**src/rtl/entrada_senha.sv**
```systemverilog
// Keypad password gate: IDLE -> CHECK -> OPEN/IDLE/LOCK, with timed OPEN, PROG and LOCK windows.
// Verdict (liberado/negado) appears one cycle after CHECK; the keypad has no backpressure, only pronto.
module entrada_senha #(
    parameter logic [3:0] SENHA_PADRAO   = 4'h5,
    parameter int         MAX_TENTATIVAS = 3,
    parameter int         T_LIBERADO     = 8,
    parameter int         T_BLOQUEIO     = 16
) (
    input  logic       clk,
    input  logic       rst_n,
    input  logic [3:0] digito,
    input  logic       digito_valido,
    input  logic       programar,
    input  logic       igual,
    output logic [3:0] senha,
    output logic [3:0] tentativa,
    output logic       pronto,
    output logic       liberado,
    output logic       negado,
    output logic       bloqueado,
    output logic [1:0] tentativas
);

    localparam int TMAX = ((T_LIBERADO > T_BLOQUEIO) ? T_LIBERADO : T_BLOQUEIO) - 1;
    localparam int TW   = (TMAX > 1) ? $clog2(TMAX + 1) : 1;

    localparam logic [TW-1:0] T_LIB_LOAD = TW'(T_LIBERADO - 1);
    localparam logic [TW-1:0] T_BLQ_LOAD = TW'(T_BLOQUEIO - 1);
    localparam logic [1:0]    MAX_CNT    = 2'(MAX_TENTATIVAS);

    typedef enum logic [2:0] {
        IDLE  = 3'd0,
        CHECK = 3'd1,
        OPEN  = 3'd2,
        PROG  = 3'd3,
        LOCK  = 3'd4
    } state_t;

    state_t        state_q, state_d;
    logic [3:0]    senha_q, senha_d;
    logic [3:0]    tentativa_q, tentativa_d;
    logic [1:0]    tentativas_q, tentativas_d;
    logic [TW-1:0] timer_q, timer_d;
    logic          negado_q, negado_d;
    logic [1:0]    tent_inc;

    always_ff @(posedge clk or negedge rst_n) begin
        if (!rst_n) begin
            state_q      <= IDLE;
            senha_q      <= SENHA_PADRAO;
            tentativa_q  <= 4'h0;
            tentativas_q <= 2'd0;
            timer_q      <= '0;
            negado_q     <= 1'b0;
        end else begin
            state_q      <= state_d;
            senha_q      <= senha_d;
            tentativa_q  <= tentativa_d;
            tentativas_q <= tentativas_d;
            timer_q      <= timer_d;
            negado_q     <= negado_d;
        end
    end

    always_comb begin
        state_d      = state_q;
        senha_d      = senha_q;
        tentativa_d  = tentativa_q;
        tentativas_d = tentativas_q;
        timer_d      = timer_q;
        negado_d     = 1'b0;
        // Saturating so a long run of misses can never roll back to zero.
        tent_inc     = (tentativas_q == 2'd3) ? 2'd3 : tentativas_q + 2'd1;

        case (state_q)
            IDLE: begin
                if (digito_valido) begin
                    tentativa_d = digito;
                    state_d     = CHECK;
                end
            end
            CHECK: begin
                if (igual) begin
                    tentativas_d = 2'd0;
                    timer_d      = T_LIB_LOAD;
                    state_d      = OPEN;
                end else begin
                    tentativas_d = tent_inc;
                    negado_d     = 1'b1;
                    if (tent_inc == MAX_CNT) begin
                        timer_d = T_BLQ_LOAD;
                        state_d = LOCK;
                    end else begin
                        state_d = IDLE;
                    end
                end
            end
            OPEN: begin
                // Timeout takes priority over a late programming request.
                if (timer_q == '0) begin
                    state_d = IDLE;
                end else if (programar) begin
                    timer_d = T_LIB_LOAD;
                    state_d = PROG;
                end else begin
                    timer_d = timer_q - 1'b1;
                end
            end
            PROG: begin
                if (digito_valido) begin
                    senha_d = digito;
                    timer_d = '0;
                    state_d = IDLE;
                end else if (timer_q == '0) begin
                    state_d = IDLE;
                end else begin
                    timer_d = timer_q - 1'b1;
                end
            end
            LOCK: begin
                if (timer_q == '0) begin
                    tentativas_d = 2'd0;
                    state_d      = IDLE;
                end else begin
                    timer_d = timer_q - 1'b1;
                end
            end
            default: begin
                timer_d = '0;
                state_d = IDLE;
            end
        endcase
    end

    assign senha      = senha_q;
    assign tentativa  = tentativa_q;
    assign tentativas = tentativas_q;
    assign negado     = negado_q;
    assign pronto     = (state_q == IDLE) || (state_q == PROG);
    assign liberado   = (state_q == OPEN) || (state_q == PROG);
    assign bloqueado  = (state_q == LOCK);

endmodule

```
**config.mk**
```make
export PLATFORM = sky130hd
export DESIGN_NAME = entrada_senha
export DESIGN_NICKNAME = d
export VERILOG_FILES = /design/src/rtl/entrada_senha.sv
export SDC_FILE = /design/constraint.sdc
export NUM_CORES = 1
export LEC_CHECK = 0
export ABC_AREA = 1
export ABC_CLOCK_PERIOD_IN_PS = 1200
export CORE_AREA = 2 2 52 54
export DETAILED_ROUTE_END_ITERATION = 8
export DIE_AREA = 0 0 54 56
export HOLD_SLACK_MARGIN = 0.03
export PLACE_DENSITY_LB_ADDON = 0.08
export SLEW_MARGIN = 20
export SYNTH_ARGS = -nofsm -noshare
export SYNTH_HDL_FRONTEND = slang
export SYNTH_SLANG_ARGS = --single-unit
```
**constraint.sdc**
```tcl
create_clock -name clk -period 1.2 [get_ports clk]
set_input_delay 0.24 -clock clk [delete_from_list [all_inputs] [get_ports clk]]
set_output_delay 0.24 -clock clk [all_outputs]
set_load 0.03 [all_outputs]
```
==> results by group <==
Route
  – Routed vias: 1069
  – Initial DRC Count: 25
  – Final ANT Viol Nets: 0
  – Residual DRC count: 0
  – First drt pass iteration count: 4
  – Avg Vias per Cell: 4.82
  – Routed wire length: 2810 um
  – DR WL/cell: 12.7 um

Pwr
  – Leak Pwr: 0.895 nW
  – Psw: 2.64 mW
  – Sw Ratio: 48.3%
  – Comb pwr share: 71.3%
  – Int Pwr: 2.83 mW
  – Clock power frac: 6.7%
  – P per Cell Area: 3100 nW/um2
  – Worst vdd ir: 2380 uV
  – Share of power burned in registers: 22.0%

Synth
  – Yosys reg bits: 18
  – Yosys synthesis warning count: 0
  – Mapped Cells: around 140
  – Syn_area_per_cell: 7.44 um2
  – Yosys cell types: 22
  – Post-synthesis sequential area ratio: 44.1%
  – Synth Net Count: 148
  – Post-Syn Area: 1030 um2

Outcome
  – Violated checks: negative setup slack
  – Status: complete, but fails checks

Setup path
  – Reg2reg path depth: 9
  – Crit-path cells: nor2_4, nand2_2, o21ai_2, buf_6
  – CP arrival: 1.18 ns
  – Worst path bufs/invs: 1
  – Critical path class: reg -> out
  – Max FO, Critical Path: 3
  – Worst reg2reg setup slack: -0.17 ns
  – Reg-to-Reg Start: state_q[2]$_DFFE_PN0P_
  – Worst setup EP type: output port
  – Critical Path Max Stage Delay: 0.45 ns
  – CP top delay family: flip-flops
  – Endpoint of the worst register-to-register path: timer_q[2]$_DFFE_PN0P_
  – Startpoint Class: flop
  – Worst Path Required: about 0.96 ns
  – Slowest cell on crit path: dfrtp_2

Layout
  – Footprint of the multi-input gates: 667 um2
  – Layout area overhead: 71.7%
  – Most frequent cells in the layout: nand2_1 (31), buf_4 (29), inv_1 (16)
  – Fin util: 72.5%
  – Fill cells: 178
  – Reg area: approximately 460 um2
  – Diode count: 0
  – Nets: 203
  – Fraction of layout cells with a size suffix above 1: roughly 54%
  – Post-Layout Cell Count: 222
  – Commonest non-fill, non-tap cell in the layout: nand2_1

Clocking
  – Clock Tree Root: clkbuf_4
  – CTS H-tree depth: 1
  – TritonCTS Buffers: 3
  – CTS tree: yes
  – Cts hold-fix bufs: 0
  – Sink Count: 18
  – Clock Latency Late Sink: 0.29 ns
  – CTS Buffer Depth: 2
  – Clk pin slew, worst setup/hold paths: approximately 0.11 ns

Placement
  – DP HPWL: 1850 um
  – Dpl cells: 203
  – Buffers on Ports: 22
  – Pre-CTS setup slack: -0.157 ns
  – Placer Congestion: 0.833

STA
  – RSZ-0062 raised after global routing: true
  – Final count of negative-setup-slack endpoints: 21
  – Clock skew: 0.00718 ns
  – Worst Tran Pin Value: 0.285 ns
  – Slew margin rel.: between 80% and 90%
  – Hold Vio Cnt, Final: 0
  – Post-layout min period: approximately 1.4 ns
  – Fmax: 705 MHz
  – Period utilization: 118%
  – Final worst setup slack: -0.218 ns
  – Final Slew Violations: 0

Global route
  – Largest net degree at the start of global routing: 19
  – GRT Util Overall: 19.0%
  – GRT Residual Overflow: 0
  – Vias in the first global route: between 900 and 1000
  – First-pass GRT wire length: 4320 um
  – Antenna violations before repair: 0

Die
  – Row cnt: 18
  – Initial cell density of the core: 42.2%
  – Chip width: 54 um
  – Die height: 56 um
  – CORE AREA: 2430 um2
  – I/O Pins: 23
  – Die Area: 3020 um2

Run
  – Max-cap violations: 0

Worst hold path
  – HP Class: in -> async
==> power by group through the flow <==
stage,combinational (mW),clock [mW],sequential (mW)
floorplan,1.55,0,1.46
global route,4.23,0.407,1.24
finish,3.90,0.368,1.20
CTS,3.31,0.378,1.14
detailed placement,2.80,0,1.16
global placement,2.74,0,1.15
==> per-layer routing <==
metal | wire, um | share of wire (%) | vias to the layer above | track usage, %
met1 | 1230 | 44 | 500 | 27.0
met2 | 1430 | 51 | 28 | 30.1
met5 | 0 | 0 | - | 0
met4 | 29 | 1.0 | 0 | 5.36
met3 | 116 | 4.1 | 4 | 1.61
li1 | - | - | 537 | -
==> Yosys cell counts <==
cell | number | area share (%)
a21boi_1 | 1 | 0.73
a21oi_1 | 3 | 1.5
buf_4 | 1 | 0.73
buf_6 | 1 | 1.1
dfrtp_1 | 16 | 39
dfstp_2 | 2 | 5.1
ha_1 | 1 | 1.2
inv_1 | 21 | 7.7
inv_2 | 1 | 0.37
nand2_1 | 45 | 16
nand2_2 | 7 | 4.3
nand3_1 | 7 | 3.4
nand3_2 | 2 | 1.9
nand4_1 | 1 | 0.61
nor2_1 | 7 | 2.6
nor2_2 | 4 | 2.4
nor3_4 | 1 | 1.6
o21ai_0 | 12 | 5.8
o21ai_2 | 1 | 0.85
o221ai_1 | 1 | 0.85
o22ai_1 | 2 | 1.2
or2_2 | 1 | 0.61
==> cells by family (layout without fill, tap and decap cells) <==
group	after synthesis	count (layout)	share of synthesized area, %
buf+inv	24	78	9.87
compound gates	20	20	11.0
fa+ha+maj	1	1	1.22
simple gates	75	75	33.9
flops	18	18	44.1
==> flip-flops by register name, indices dropped and copies added, names as in the netlist <==
signal	flops
senha	4
tentativa	4
timer_q	4
state_q	3
tentativas	2
negado	1
==> final cells by class <==
class,instances,share of cell area [%]
Clock buffer,4,2.06
Tap cell,30,2.13
Sequential cell,18,25.8
Inverter,22,5.25
Multi-Input combinational cell,96,37.8
Timing Repair Buffer,52,27.0
==> metrics by stage <==
step / hold WS [ns] / total power, mW / area (um2) / TNS [ns]
finish: 0.269 / 5.46 / 1760 / -2.51
global placement: 0.474 / 3.89 / 1380 / -1.34
floorplan: -0.0556 / 3.01 / 1050 / 0
CTS: 0.268 / 4.83 / 1590 / -1.57
global route: 0.264 / 5.88 / 1760 / -3.89
detailed placement: 0.478 / 3.96 / 1380 / -1.67
==> repair_timing <==
action,CTS,global route
gates resized for setup,26,47
cloned,0,0
setup endpoints to repair,21,23
buffers inserted,10,5
pin swaps,8,14
==> how the worst max path moves through the flow <==
stage	from	to	slack [ns]	depth (start not counted)
after floorplan	timer_q[1]$_DFFE_PN0P_	timer_q[0]$_DFFE_PN0P_	0.01	9
after global placement	digito_valido	timer_q[3]$_DFFE_PN0P_	-0.15	8
after detailed placement	digito_valido	timer_q[3]$_DFFE_PN0P_	-0.16	8
after CTS	state_q[0]$_DFFE_PN0P_	pronto	-0.22	4
after global routing	state_q[1]$_DFFE_PN0P_	pronto	-0.28	4
final	state_q[1]$_DFFE_PN0P_	pronto	-0.22	4
Note: power is estimated with default switching activity, not from simulation.
